[src/rtl/ps2_keyboard_tx.sv]
// PS/2 keyboard emulator: turns one ASCII letter into its scan-code set 2 make/break
// byte sequence and shifts it out as 11-bit PS/2 frames on ps2_clk/ps2_data.
module ps2_keyboard_tx #(
  parameter int unsigned HALF_PERIOD = 4,
  parameter int unsigned GAP_CYCLES  = 8
) (
  input  logic       clk,
  input  logic       rst,
  input  logic [7:0] ascii,
  input  logic       valid,
  output logic       ready,
  output logic       ps2_clk,
  output logic       ps2_data,
  output logic       busy,
  output logic       err
);

  localparam int unsigned HW = $clog2(HALF_PERIOD) + 1;
  localparam int unsigned GW = $clog2(GAP_CYCLES) + 1;
  localparam logic [HW-1:0] HalfLast = HW'(HALF_PERIOD - 1);
  localparam logic [GW-1:0] GapLast  = GW'(GAP_CYCLES - 1);

  localparam logic [7:0] CodeShift = 8'h12;
  localparam logic [7:0] CodeBreak = 8'hF0;

  typedef enum logic [1:0] {StIdle, StFrame, StGap} state_e;

  state_e        state;
  logic [HW-1:0] half_cnt;
  logic [GW-1:0] gap_cnt;
  logic [3:0]    bit_idx;
  logic [2:0]    byte_idx;
  logic [2:0]    last_idx;
  logic          clk_low;
  // Pending bytes, next byte to send always in [7:0].
  logic [47:0]   seq;

  logic       is_lower;
  logic       is_upper;
  logic [7:0] code;

  // Letters share the low five ASCII bits across cases: 'a'/'A' = 1 .. 'z'/'Z' = 26.
  function automatic logic [7:0] set2_code(input logic [4:0] letter);
    logic [7:0] c;
    case (letter)
      5'd1:    c = 8'h1C;
      5'd2:    c = 8'h32;
      5'd3:    c = 8'h21;
      5'd4:    c = 8'h23;
      5'd5:    c = 8'h24;
      5'd6:    c = 8'h2B;
      5'd7:    c = 8'h34;
      5'd8:    c = 8'h33;
      5'd9:    c = 8'h43;
      5'd10:   c = 8'h3B;
      5'd11:   c = 8'h42;
      5'd12:   c = 8'h4B;
      5'd13:   c = 8'h3A;
      5'd14:   c = 8'h31;
      5'd15:   c = 8'h44;
      5'd16:   c = 8'h4D;
      5'd17:   c = 8'h15;
      5'd18:   c = 8'h2D;
      5'd19:   c = 8'h1B;
      5'd20:   c = 8'h2C;
      5'd21:   c = 8'h3C;
      5'd22:   c = 8'h2A;
      5'd23:   c = 8'h1D;
      5'd24:   c = 8'h22;
      5'd25:   c = 8'h35;
      5'd26:   c = 8'h1A;
      default: c = 8'h00;
    endcase
    return c;
  endfunction

  // Frame bit idx: 0 start, 1..8 data LSB first, 9 odd parity, 10 stop.
  function automatic logic frame_bit(input logic [7:0] b, input logic [3:0] idx);
    logic       v;
    logic [3:0] di;
    di = idx - 4'd1;
    case (idx)
      4'd0:    v = 1'b0;
      4'd9:    v = ~^b;
      4'd10:   v = 1'b1;
      default: v = b[di[2:0]];
    endcase
    return v;
  endfunction

  always_comb begin
    is_lower = (ascii >= 8'h61) && (ascii <= 8'h7A);
    is_upper = (ascii >= 8'h41) && (ascii <= 8'h5A);
    code     = set2_code(ascii[4:0]);
  end

  always_ff @(posedge clk or posedge rst) begin
    if (rst) begin
      state    <= StIdle;
      ready    <= 1'b1;
      busy     <= 1'b0;
      err      <= 1'b0;
      ps2_clk  <= 1'b1;
      ps2_data <= 1'b1;
      half_cnt <= '0;
      gap_cnt  <= '0;
      bit_idx  <= '0;
      byte_idx <= '0;
      last_idx <= '0;
      clk_low  <= 1'b0;
      seq      <= '0;
    end else begin
      err <= 1'b0;
      unique case (state)
        StIdle: begin
          if (valid) begin
            if (is_lower || is_upper) begin
              state    <= StFrame;
              ready    <= 1'b0;
              busy     <= 1'b1;
              byte_idx <= '0;
              bit_idx  <= '0;
              half_cnt <= '0;
              clk_low  <= 1'b0;
              ps2_clk  <= 1'b1;
              ps2_data <= 1'b0;
              if (is_upper) begin
                seq      <= {CodeShift, CodeBreak, code, CodeBreak, code, CodeShift};
                last_idx <= 3'd5;
              end else begin
                seq      <= {24'h000000, code, CodeBreak, code};
                last_idx <= 3'd2;
              end
            end else begin
              err <= 1'b1;
            end
          end
        end

        StFrame: begin
          if (half_cnt == HalfLast) begin
            half_cnt <= '0;
            if (!clk_low) begin
              clk_low <= 1'b1;
              ps2_clk <= 1'b0;
            end else begin
              clk_low <= 1'b0;
              ps2_clk <= 1'b1;
              if (bit_idx == 4'd10) begin
                state    <= StGap;
                gap_cnt  <= '0;
                bit_idx  <= '0;
                ps2_data <= 1'b1;
              end else begin
                bit_idx  <= bit_idx + 4'd1;
                ps2_data <= frame_bit(seq[7:0], bit_idx + 4'd1);
              end
            end
          end else begin
            half_cnt <= half_cnt + 1'b1;
          end
        end

        StGap: begin
          if (gap_cnt == GapLast) begin
            gap_cnt <= '0;
            if (byte_idx == last_idx) begin
              state <= StIdle;
              ready <= 1'b1;
              busy  <= 1'b0;
            end else begin
              state    <= StFrame;
              byte_idx <= byte_idx + 3'd1;
              seq      <= {8'h00, seq[47:8]};
              half_cnt <= '0;
              clk_low  <= 1'b0;
              ps2_data <= 1'b0;
            end
          end else begin
            gap_cnt <= gap_cnt + 1'b1;
          end
        end

        default: state <= StIdle;
      endcase
    end
  end

endmodule

[config.mk]
export PLATFORM = sky130hd
export DESIGN_NAME = ps2_keyboard_tx
export DESIGN_NICKNAME = d
export VERILOG_FILES = /design/src/rtl/ps2_keyboard_tx.sv
export SDC_FILE = /design/constraint.sdc
export NUM_CORES = 1
export LEC_CHECK = 0
export CORE_ASPECT_RATIO = 0.6
export CORE_MARGIN = 2
export CORE_UTILIZATION = 54
export DETAILED_ROUTE_END_ITERATION = 8
export GPL_ROUTABILITY_DRIVEN = 0
export PLACE_DENSITY_LB_ADDON = 0.12
export SYNTH_ARGS = -nofsm -noshare
export SYNTH_HDL_FRONTEND = slang
export SYNTH_SLANG_ARGS = --single-unit
[constraint.sdc]
create_clock -name clk -period 3.4 [get_ports clk]
set_clock_uncertainty 0.1 [all_clocks]
set_input_delay 0.51 -clock clk [delete_from_list [all_inputs] [get_ports clk]]
set_output_delay 0.51 -clock clk [all_outputs]
set_load 0.02 [all_outputs]
# [Word level (Yosys, flattened, before mapping)]
# Memory sizes are Yosys's and may differ from the RTL's.
# Index checks and enable logic that the tools add are counted.
[classes] addsub=5 n_lt_le_gt_ge=5 eq_ne=16 n_mux=63 n_reduce_logical=20
[op_table] operator="$mux W48" count=4
[op_table] operator="$pmux W48 S2" count=1
[op_table] operator="$mux W45" count=1
[op_table] operator="$mux W4" count=9
[op_table] operator="$mux W3" count=8
[op_table] operator="$mux W1" count=22
[op_table] operator="$reduce_and A5 Y1" count=4
[op_table] operator="$ge A8 B7 Y1 const B" count=2
[op_table] operator="$le A8 B7 Y1 const B" count=2
[op_table] operator="$ne A2 B2 Y1 const B" count=8
[op_table] operator="$pmux W4 S2" count=2
[op_table] operator="$eq A4 B4 Y1 const B" count=3
[op_table] operator="$mux W2" count=6
[op_table] operator="$reduce_and A6 Y1" count=2
[op_table] operator="$pmux W1 S3" count=3
[op_table] operator="$pmux W3 S3" count=1
[op_table] operator="$add A4 B1 Y4 const B" count=2
[op_table] operator="$reduce_and A4 Y1" count=2
[op_table] operator="$reduce_xnor A8 Y1" count=1
[op_table] operator="$reduce_and A7 Y1" count=1
[op_table] operator="$add A3 B1 Y3 const B" count=2
[op_table] operator="$pmux W1 S2" count=3
[op_table] operator="$pmux W2 S3" count=1
[op_table] operator="$pmux W3 S2" count=1
[op_table] operator="other kinds (15)" count=18
[word_totals] reg_bits=73 rom_bits=224 in_bits=11 output_inout_bits=5 elab_cells=123 memories=1
[memory_table] memory="(name not given)" depth=32 width=7 rd=1 rd_ports_with_merged_regs=0 write_ports=0 line="45" source="case (letter)"

# [Logic depth before layout (Yosys ltp)]
# Gate-level depths: netlist (run 1).
[depth] word_depth=9 depth_mapped=9 ltp_nobuf=7

# [Worst setup path before layout (run 1)]
# OpenSTA, ideal clock, no wires.
[synth_path] path_type="register to register" from="register bit_idx[0]" to="register ps2_data" setup_time_ns=0.080 arrival_time_ns=2.409 required_time_ns=3.220 slack_ns=0.811 stages_incl_launch_ff=10 path_buffers=2 period_less_slack_ns=2.589 cell_sequence="dfrtp_1 > buf_2 > inv_1 > ha_1 > buf_6 > mux4_2 > nand3_1 > o21ai_0 > or4_1 > a32o_1"
[synth_via] elab_chain_cells=9 elab_cells_between_ends=13 classes_between="add/sub (2); eq/ne (3); mux (7); reduce/logical (1)"
[synth_rtl] item="from (decl)" line="31" source="logic [3:0] bit_idx;"
[synth_rtl] item="from (signal assigned)" line="155" source="bit_idx <= bit_idx + 4'd1;"
[synth_rtl] item="$add A4 B1 Y4" line="156" source="ps2_data <= frame_bit(seq[7:0], bit_idx + 4'd1);"
[synth_rtl] item="$sub A3 B1 Y3" line="81" source="di = idx - 4'd1;"
[synth_rtl] item="$bmux W1 S3" line="86" source="default: v = b[di[2:0]];"
[synth_rtl] item="$mux W1 (not written as such)" line="86"
[synth_rtl] item="$pmux W1 S3" line="82" source="case (idx)"
[synth_rtl] item="$mux W1 *" line="149" source="if (bit_idx == 4'd10) begin"
[synth_rtl] item="$mux W1 *" line="143" source="if (!clk_low) begin"
[synth_rtl] item="$mux W1 *" line="141" source="if (half_cnt == HalfLast) begin"
[synth_rtl] item="$pmux W1 S3 *" line="114" source="unique case (state)"
[synth_rtl] item="to (signal assigned)" line="156"
[synth_rtl] item="to (decl)" line="13" source="output logic ps2_data,"
# Mark *: on every way between the ends. The rest lies on a longest branch, timed or not. The select of a mux whose other input is x is not followed.
# A chain may end at the register's enable or synchronous reset.

# [Final worst setup path (run 1)]
[layout_path] from="input ascii[1]" to="register seq[25]"
[layout_via] elab_chain_cells=6 elab_cells_between_ends=14 classes_between="order compare (4); eq/ne (1); mux (4); reduce/logical (4); memory (1)"
[layout_rtl] item="from (decl)" line="9" source="input logic [7:0] ascii,"
[layout_rtl] item="$ge A8 B7 Y1 or $le A8 B7 Y1 (tied branches)" line="93" source="is_upper = (ascii >= 8'h41) && (ascii <= 8'h5A);"
[layout_rtl] item="$logic_and A1 B1 Y1" line="93"
[layout_rtl] item="$mux W45" line="127" source="if (is_upper) begin"
[layout_rtl] item="$mux W48" line="117" source="if (is_lower || is_upper) begin"
[layout_rtl] item="$mux W48" line="116" source="if (valid) begin"
[layout_rtl] item="$pmux W48 S2" line="114"
[layout_rtl] item="to (signal assigned)" line="128" source="seq <= {CodeShift, CodeBreak, code, CodeBreak, code, CodeShift};"
[layout_rtl] item="to (signal assigned)" line="131" source="seq <= {24'h000000, code, CodeBreak, code};"
[layout_rtl] item="to (signal assigned)" line="174" source="seq <= {8'h00, seq[47:8]};"
[layout_rtl] item="to (decl)" line="36" source="logic [47:0] seq;"
# Several ways; a longest one is shown, not always the timed one. The select of a mux whose other input is x is not followed.

==> results of run 1 <==
## per-layer routing
metal | track usage, % | wire length [um] | vias to the layer above
met5 | 0 | 0 | -
met4 | 8.18 | 78 | 0
met3 | 5.67 | 451 | 8
met2 | 35.0 | 3450 | 79
met1 | 38.5 | 4620 | 1459
li1 | - | - | 1426
## metrics by stage
step / cells / instance area (um2) / total power (W) / hold WS (ns) / utilization (%)
finish: 494 / 4280 / 0.00173 / 0.363 / 64.1
global route: 494 / 4280 / 0.00178 / 0.406 / 64.1
CTS: 494 / 4280 / 0.00173 / 0.369 / 64.1
detailed placement: 478 / 3980 / 0.000831 / 0.363 / 59.6
global placement: 478 / 3980 / 0.000831 / 0.355 / 59.6
floorplan: 383 / 3720 / 0.000783 / 0.340 / -
## where the power goes
group / internal (W) / switching, W / total, W / leakage [nW]
Clock: 0.000605 / 0.000299 / 0.000904 / 0.147
Sequential: 0.000692 / 0 / 0.000692 / 0.759
Combinational: 0.0000503 / 0.0000799 / 0.000130 / 1.13
Total: 0.00135 / 0.000379 / 0.00173 / 2.04
## worst paths after layout
path | startpoint | endpoint | slack (ns) | cells past startpoint
min in group asynchronous | rst | bit_idx[3] | 0.64 | 2
worst max-delay path | ascii[1] | seq[25] | 0.52 | 8
max in group asynchronous | rst | seq[0] | 1.87 | 3
worst min register to register | gap_cnt[3] | gap_cnt[3] | 0.36 | 1
worst max register to register | bit_idx[1] | ps2_data | 0.66 | 7
worst min-delay path | gap_cnt[3] | gap_cnt[3] | 0.36 | 1
## critical path: cells and delay by family
family	cells	cell delay [ns]
buffers and inverters	3	0.93
and+or+nand+nor	1	0.53
AOI/OAI and AO/OA	2	0.50
adders and majority gates	1	0.24
muxes	1	0.29
## cells by family (layout without fill, tap and decap cells)
family	count (synthesis)	in the layout	share of synthesized area, %
and+or+nand+nor	119	119	17.1
adders and majority gates	15	15	4.98
AOI/OAI and AO/OA	104	104	18.5
muxes	35	35	12.4
buffers and inverters	41	65	5.25
DFF	58	58	39.1
xor gates and xnor gates	11	11	2.59
## cell usage after synthesis, types with 3 or more instances
library cell	number
buf_2	6
nor3_1	6
mux2_2	12
a21oi_1	14
dfstp_2	3
and2b_1	3
a22o_1	5
inv_1	19
xnor2_1	9
o31ai_1	8
nand2b_1	9
nor2b_1	7
dfrtp_1	55
o22ai_1	6
mux2_4	17
ha_1	14
a31oi_1	4
o21ai_0	37
a2111oi_0	3
clkbuf_1	11
and2_1	3
and3b_1	3
nand2_1	36
and3_1	4
mux2i_1	5
nand3_1	19
nor2_1	15
a221oi_1	4
## registers in the layout (all words and copies together), names as in the netlist
signal,cells
half_cnt,3
ps2_data,1
state,2
gap_cnt,4
bit_idx,4
clk_low,1
byte_idx,3
ready,1
seq,34
busy,1
err,1
last_idx,2
ps2_clk,1
## cell type report
class / instances / area, um2 / share of cell area [%]
Multi-Input combinational cell: 284 / 2070 / 48.4
Sequential cell: 58 / 1460 / 34.0
Timing Repair Buffer: 30 / 275 / 6.43
Clock buffer: 14 / 264 / 6.17
Tap cell: 87 / 109 / 2.54
Inverter: 19 / 71.3 / 1.67
Clock inverter: 2 / 35.0 / 0.819
==> results.toml, run 1 <==
[synthesis]
yosysSeqAreaShare_pct = 39.1
yosysUniqueCellTypes = 62
synth-async-reset-ratio_pct = 100
yosys-top-cells-area = "dfrtp_1 37%, mux2_4 6.9%, o21ai_0 5.0%, ha_1 4.7%, nand2_1 3.6%"
synthFlopType = "dfrtp_1"
ys_ff_latch = 58
syn_area_um2 = 3720
synth_edf_count = 0
syn_nets = 408
synth_top_area_share_pct = 37.0
yosysWarnings = 0
synth_top_area_cell = "dfrtp_1"
synthCells = 383
syn_area_per_cell_um2 = 9.71

[hold_path]
hp-class = "register to register"

[place]
port_buffers = 15
preCtsSetupSlack_ns = 0.231
dpl.hpwl_um = 6120

[sta]
max_freq_ghz = 0.348
rsz0062_at_grt = "false"
relSlewSlack_pct = 37.1
setup_violations = 0
final.period_utilization_pct = 84.6
maxSlewViolCount = 0
fin_ws_ns = 0.523
timing.setup.tns_ns = 0
worst_pin_slew_ns = 0.941
finalHoldViolations = 0
layout_min_cycle_time_ns = 2.88

[global_routing]
antenna_found_initial = 0
grt_pass1_vias = 2827
grt_pass1_wl_um = 14700
grt-ovfl-total = 0
grt_max_degree = 46
grt.total_usage_pct = 25.2

[critical_path]
critical_path_class = "primary input to register"
cp_cell_sequence = "clkdlybuf4s50_1, inv_1, ha_1, inv_1, a41o_4, or3_1, o21ai_0, mux2_2"
cp.required_ns = 3.51
slowest_delay_ns = 0.64
start_kind = "primary input"
critical_path_arrival_ns = 2.99
slowest_stage = "clkdlybuf4s50_1"
path_max_fanout = 17
crit_top_cell = "inv_1"
worstSetupEndpointType = "register"

[clock_tree]
clk-insertion-delay-late_ns = 0.33
root_buffer = "clkbuf_16"
cts.repair.resized = 0
cts_tree = "yes"
clk_pin_slew_ns = 0.05
clock_sinks = 58
holdBufCountCts = 0
cts_max_level = 3
postCtsSetupBuffers = 0
cts_made_buffers = 9
clock_path_buffers = 2

[final_layout]
nets = 427
most-common-layout-cells = "55 x dfrtp_1, 37 x o21ai_0, 36 x nand2_1"
num_antenna_cells = 0
drive_above_1_share_pct = 17.0
fill_cells = 543
area_delta_synth_final_pct = 15.0
layout_commonest_cell = "dfrtp_1"

[die]
rows = 23
die_h_um = 68.3
coreArea_um2 = 6680
die_area_um2 = 7590
die_w_um = 111
io_pins = 16
start_util_pct = 55.7

[routing]
drc_errors = 0
route.vias.total = 2972
wl_um = 8600
dr.pass1.iters = 5
ant_nets = 0
vias_per_cell = 6.02
post_drt_wl_per_cell_um = 17.4
drtIter0Drc = 330

[pwr]
leakage_nw = 2.04
peakVddDrop_v = 0.000337
power.density_nw_per_um2 = 403

[status]
status = "completed"

[job]
maxCapViolCount = 0
No activity file was read; power rests on OpenSTA's default activity.
==> run 2: changes to the inputs <==
Clock period 3.4 ns to 2.9 ns, I/O delays scaled along.
==> results.toml, run 2 (same netlist as run 1, synthesis figures left out) <==
[pwr]
peakVddDrop_v = 0.000410
power.density_nw_per_um2 = 445
leakage_nw = 2.10

[clock_tree]
holdBufCountCts = 0
cts.repair.resized = 0
root_buffer = "clkbuf_16"
postCtsSetupBuffers = 0
cts_max_level = 3
clock_sinks = 58
clk_pin_slew_ns = 0.05
cts_tree = "yes"
clock_path_buffers = 2
clk-insertion-delay-late_ns = 0.33
cts_made_buffers = 9

[place]
dpl.hpwl_um = 6300
preCtsSetupSlack_ns = -0.00554
dpl.cell_count = 494
port_buffers = 15

[routing]
vias_per_cell = 5.90
met2_length_um = 3390
met1_length_um = 4760
dr_wl_met3_um = 452
ant_nets = 0
dr.pass1.iters = 5
routed.top_layer = "met4"
route.vias.total = 3002
drtIter0Drc = 323
drc_errors = 0
post_drt_wl_per_cell_um = 17.1
wl_um = 8700

[critical_path]
path_max_fanout = 17
endpoint = "seq[25]"
start_kind = "primary input"
critical_path_class = "primary input to register"
reg2reg_slack_ns = 0.33
worstRegToRegCells = 7
rr_startpoint = "bit_idx[0]"
critical_path_arrival_ns = 2.75
worstSetupStartpoint = "ascii[1]"
worstSetupEndpointType = "register"
cp.required_ns = 3.07
reg2reg_to = "ps2_data"

[sta]
max_freq_ghz = 0.387
rsz0062_at_grt = "false"
hold_slack_ns = 0.371
final.period_utilization_pct = 89.1
finalHoldViolations = 0
layout_min_cycle_time_ns = 2.58
timing.setup.tns_ns = 0
worst_pin_slew_ns = 0.734
setup_violations = 0
maxSlewViolCount = 0
fin_ws_ns = 0.316
relSlewSlack_pct = 51.1

[hold_path]
hp-class = "register to register"
min_path_cells = 1

[global_routing]
antenna_found_initial = 0
grt.total_usage_pct = 24.9
grt_pass1_vias = 2790
grt-ovfl-total = 0
grt_pass1_wl_um = 14500
grt_max_degree = 59

[final_layout]
drive_above_1_share_pct = 20.1
nets = 443
num_antenna_cells = 0
most-common-layout-cells = "55 x dfrtp_1, 37 x o21ai_0, 36 x nand2_1"
top_regs = "seq x34, bit_idx x4, gap_cnt x4"
largest_register_ffs = 34
area_delta_synth_final_pct = 17.9
layout_commonest_cell = "dfrtp_1"
final_cells = 509
final_util_pct = 65.7
top_register = "seq"

[die]
io_pins = 16
die_h_um = 68.3
start_util_pct = 55.7
coreArea_um2 = 6680
rows = 23
die_area_um2 = 7590
die_w_um = 111

[job]
maxCapViolCount = 0

[status]
status = "completed"
==> run 2: routing by layer <==
layer / vias up / track usage (%)
li1: 1457 / -
met1: 1463 / 38.3
met2: 72 / 34.7
met3: 10 / 5.76
met4: 0 / 7.25
met5: - / 0
==> run 2: cell type report <==
cell class              count  area, um2
clock inverters             2       12.5
flip-flops and latches     58       1460
multi-input cells         284       2070
fillers                   550       2290
inverters                  19       71.3
well taps                  87        109
clock buffers              13        260
repair buffers             46        408
==> run 2: power by group <==
group	internal, W	switching [W]
logic	0.0000696	0.0000954
clock network	0.000618	0.000356
registers	0.000811	0
==> run 2: critical path, stage by stage <==
cell	delay [ns]
clkdlybuf4s50_1	0.55
inv_1	0.21
ha_1	0.21
inv_1	0.08
a41o_4	0.30
or3_1	0.40
buf_12	0.17
o21ai_0	0.20
mux2_2	0.18
==> run 2: worst min-delay path by stage <==
stage	slack (ns)	from	endpoint
after global routing	0.42	gap_cnt[3]	gap_cnt[3]
after floorplan	0.34	gap_cnt[3]	gap_cnt[3]
after CTS	0.37	gap_cnt[3]	gap_cnt[3]
after global placement	0.36	gap_cnt[3]	gap_cnt[3]
final	0.37	gap_cnt[3]	gap_cnt[3]
after detailed placement	0.37	gap_cnt[3]	gap_cnt[3]
==> run 2: through the flow <==
step / instance area, um2 / power (W)
after floorplan: 3720 / 0.000918
after global placement: 4110 / 0.000986
after detailed placement: 4110 / 0.000989
after CTS: 4390 / 0.00196
after global routing: 4390 / 0.00202
final: 4390 / 0.00195
==> run 3: changes to the inputs <==
Settings changed: REMOVE_ABC_BUFFERS set to 1.
==> results.toml, run 3 (same netlist as run 1, synthesis figures left out) <==
[clock_tree]
postCtsSetupBuffers = 0
cts_tree = "yes"
root_buffer = "clkbuf_16"
clk_pin_slew_ns = 0.05
cts_max_level = 3
clock_sinks = 58
clock_path_buffers = 2
cts.repair.resized = 0
holdBufCountCts = 0
cts_made_buffers = 9
clk-insertion-delay-late_ns = 0.33

[sta]
layout_min_cycle_time_ns = 2.57
maxSlewViolCount = 0
final.period_utilization_pct = 88.6
rsz0062_at_grt = "false"
timing.setup.tns_ns = 0
setup_violations = 0
relSlewSlack_pct = 51.2
hold_slack_ns = 0.389
max_freq_ghz = 0.389
finalHoldViolations = 0
worst_pin_slew_ns = 0.731

[critical_path]
path_max_fanout = 8
cp.required_ns = 3.05
worstSetupEndpointType = "register"
critical_path_class = "register to register"
critical_path_arrival_ns = 2.72
cp_cell_sequence = "inv_1, ha_1, mux4_2, nand3_1, o21ai_0, or4_1, a32o_1"
start_kind = "register"
slowest_delay_ns = 0.54
slowest_stage = "mux4_2"

[global_routing]
grt-ovfl-total = 0
grt_pass1_vias = 2780
antenna_found_initial = 0
grt.total_usage_pct = 24.3
grt_max_degree = 59
grt_pass1_wl_um = 14100

[routing]
drtIter0Drc = 224
ant_nets = 0
vias_per_cell = 6.02
wl_um = 8500
post_drt_wl_per_cell_um = 17.0
route.vias.total = 3011
drc_errors = 0
dr.pass1.iters = 5

[final_layout]
num_antenna_cells = 0
final_cells = 500
area_delta_synth_final_pct = 17.0
fill_cells = 542
top_register = "seq"
top_regs = "seq x34, bit_idx x4, gap_cnt x4"
drive_above_1_share_pct = 17.9
largest_register_ffs = 34
most-common-layout-cells = "55 x dfrtp_1, 37 x o21ai_0, 36 x nand2_1"
layout_commonest_cell = "dfrtp_1"
nets = 433

[pwr]
pwr-share-comb_pct = 7.5
power.density_nw_per_um2 = 481
pwr-share-seq_pct = 38.8
power_w = 0.00209
peakVddDrop_v = 0.000338
leakage_nw = 2.08
swShare_pct = 21.1
pwr-share-clk_pct = 53.8
power.switching_w = 0.000442
p_int_w = 0.00165

[die]
io_pins = 16
die_area_um2 = 7590
die_w_um = 111
die_h_um = 68.3
coreArea_um2 = 6680
start_util_pct = 55.7
rows = 23

[status]
status = "completed"

[place]
port_buffers = 15
dpl.hpwl_um = 5870
dpl.cell_count = 484

[hold_path]
hp-class = "register to register"

[job]
maxCapViolCount = 0
==> run 3: power by group through the flow <==
stage / Sequential (W) / Clock [W] / Combinational (W)
finish: 0.000811 / 0.00113 / 0.000156
global route: 0.000810 / 0.00120 / 0.000173
global placement: 0.000824 / 0 / 0.000155
detailed placement: 0.000824 / 0 / 0.000155
floorplan: 0.000824 / 0 / 0.0000845
CTS: 0.000811 / 0.00115 / 0.000156
==> run 3: worst max-delay path, delay by kind of cell, from the launching register on <==
kind                       cells  cell delay [ns]
and+or+nand+nor                2             0.60
muxes                          1             0.54
adders and majority gates      1             0.48
DFF                            1             0.35
AOI/OAI and AO/OA              2             0.34
buffers and inverters          1             0.11
==> run 3: final timing paths <==
path                             startpoint           to  slack, ns  cells past startpoint
worst max-delay path             bit_idx[0]     ps2_data       0.33                      7
worst min-delay path            half_cnt[2]  half_cnt[2]       0.39                      1
worst max register to register   bit_idx[0]     ps2_data       0.33                      7
worst min register to register  half_cnt[2]  half_cnt[2]       0.39                      1
max in group asynchronous               rst      seq[19]       1.68                      3
min in group asynchronous               rst          err       0.52                      3
==> run 3: layout make-up <==
| class | count | area, um2 | area share, % |
|---|---|---|---|
| flip-flops and latches | 58 | 1460 | 33.4 |
| well taps | 87 | 109 | 2.50 |
| multi-input cells | 284 | 2070 | 47.6 |
| repair buffers | 36 | 333 | 7.65 |
| inverters | 19 | 71.3 | 1.64 |
| clock buffers | 14 | 254 | 5.84 |
| clock inverters | 2 | 60.1 | 1.38 |
==> run 3: through the flow <==
stage,setup slack (ns),cell area (um2),utilization (%)
final,0.329,4350,65.2
after global routing,0.153,4350,65.2
after CTS,0.335,4350,65.2
after detailed placement,0.115,4040,60.5
after global placement,0.131,4040,60.5
after floorplan,0.289,3600,-
==> run 3: routing by layer <==
layer	up-vias	wire, um	track usage [%]
li1	1440	-	-
met1	1461	4350	34.5
met3	11	651	9.03
met5	-	0	0
met4	0	74	5.71
met2	99	3430	35.4
==> edit, RTL diff (settings of run 2) <==
Encoding of `state_e`: now one-hot (3 bits for 3 states).
--- a/src/rtl/ps2_keyboard_tx.sv
+++ b/src/rtl/ps2_keyboard_tx.sv
@@ -24,5 +24,5 @@
   localparam logic [7:0] CodeBreak = 8'hF0;
 
-  typedef enum logic [1:0] {StIdle, StFrame, StGap} state_e;
+  typedef enum logic [2:0] {StIdle = 3'b001, StFrame = 3'b010, StGap = 3'b100} state_e;
 
   state_e        state;
Check against the original RTL: same outputs for any inputs over 10 cycles, from zero or initial values and one cycle with rst high; not proved beyond that.
==> edit against run 2 <==
Via count decreased by 3.4%. Final cell count unchanged. Synthesized cell count is 1.6% higher. Wire length decreased by 10%. Area after synthesis is 5.9% lower. Sequential cell count up 1. Setup slack improved by 0.049 ns. Total power down 6.4%. Cell area fell by 6.2%. Worst hold slack worse by 0.035 ns. Non-clock buffer count shrank 4. Die area down 5.6%. First-iteration DRC count is 45% lower. Largest cell class unchanged.
==> edit: results (changes against run 2) <==
status = complete, no violations
Nets = 445 (+0.45%)
DRT Wirelength = 7.82 mm (-10%)
HPWL after detailed placement = 5.65 mm (-10%)
drt pass-1 iters = 4 (-1)
Resized Gates After CTS = 0 (unchanged)
CP Data Arrival Time = 2.67 ns (-0.08 ns)
Comb pwr share = 0.085 (about the same)
syn_nets = 414 (+1.5%)
most common library cells after synthesis = 57 x nand2_1, 55 x dfrtp_1, 41 x o21ai_0
ant diodes = 0 (unchanged)
Seq/Total Area, Yosys = 0.423 (+0.0321)
Slew @ Worst Pin = 0.808 ns (+0.0745 ns)
Post-CTS Setup Inserts = 0 (unchanged)
flip-flop and latch power = 823 uW (+1%)
DR vias/cell = 5.70 (-3.4%)
IO Port Bufs = 15 (unchanged)
ys async rst share = 1.00 (unchanged)
Synth top area share = 0.393 (+0.0233)
initial antenna violation count = 0 (unchanged)
worst vdd ir = 0.000244 V (-41%)
fraction of layout cells with a size suffix above 1 = 0.153 (-0.0485)
post-placement cell count = 493 (-0.20%)
cell count after synthesis = 389 (+1.6%)
net switching fraction of the power = 0.245 (+0.0137)
overall routing resource usage = 0.238 (-0.0114)
Max H-tree Level = 3 (unchanged)
Leak Pwr = 0.00184 uW (-13%)
CTS Root Cell = clkbuf_8
synth top area cells = dfrtp_1 39%, nand2_1 6.1%, o21ai_0 5.9%, ha_1 5.0%, a21oi_1 3.6%
CTS buffer count = 9 (unchanged)
Skew-Pair Late Insertion Delay = 0.34 ns
DR iter-0 viols = 179 (-45%)
number of global-route vias before repair = 2719 (-2.5%)
Final Non-Filler Cells = 509 (unchanged)
clock-pin transition on the worst setup and hold timing paths = 0.07 ns (+0.02 ns)
pin count of the biggest net entering global routing = 53 (-10%)
Cell variety after synth = 57 (-8.1%)
critical path fanouts, max = 52 (+35)
Hold WC Path Type = input port to async pin
first-pass GRT wire length = 13.1 mm (-10%)
## edit: final cells by class
type	instances	area, sq um
Clock buffer	9	124
Clock inverter	7	100
Fill cell	514	2080
Inverter	14	52.6
Multi-Input combinational cell	294	1870
Sequential cell	59	1480
Tap cell	84	105
Timing Repair Buffer	42	378
## edit: logic make-up (layout without fill, tap and decap cells)
logic type,after synthesis,after routing,share of synthesized area
buf+inv,36,72,0.0454
xor+xnor,9,9,0.0225
flops,59,59,0.423
compound gates,125,125,0.221
mux,15,15,0.0568
fa+ha+maj,14,14,0.0501
simple gates,131,131,0.181
## edit: critical path, cell delays in order
cell and delay, ns:
clkdlybuf4s50_1 0.53, inv_1 0.11, ha_1 0.22, nand3b_1 0.08, o2111a_1 0.28, nor4_4 0.06
buf_4 0.17, o21ai_4 0.19, buf_12 0.24, mux2_4 0.31
## edit: per-stage QoR
step	instance area (sq um)	worst slack (ns)	util	hold slack (ns)	power, uW
finish	4110	0.365	0.664	0.336	1830
global placement	3890	0.0790	0.628	0.358	991
CTS	4110	0.386	0.664	0.341	1840
global route	4110	0.190	0.664	0.380	1900
detailed placement	3890	0.00586	0.628	0.363	994
floorplan	3500	0.431	-	0.338	930
## edit: routing by layer
layer	track usage	vias up	share of wire
met2	0.324	48	0.41
met1	0.373	1405	0.54
met4	0.0481	0	0.0024
met3	0.0621	2	0.044
met5	0	-	0
li1	-	1445	-
## edit: path summary, 6_finish.rpt
kind / startpoint / to / slack [ns] / cells past startpoint
max reg2reg: half_cnt[0] / gap_cnt[3] / 0.39 / 7
max in group asynchronous: rst / byte_idx[1] / 1.80 / 3
min: rst / bit_idx[1] / 0.34 / 2
max: ascii[0] / seq[27] / 0.36 / 10
min reg2reg: seq[41] / seq[41] / 0.38 / 2
min in group clk: seq[41] / seq[41] / 0.38 / 2
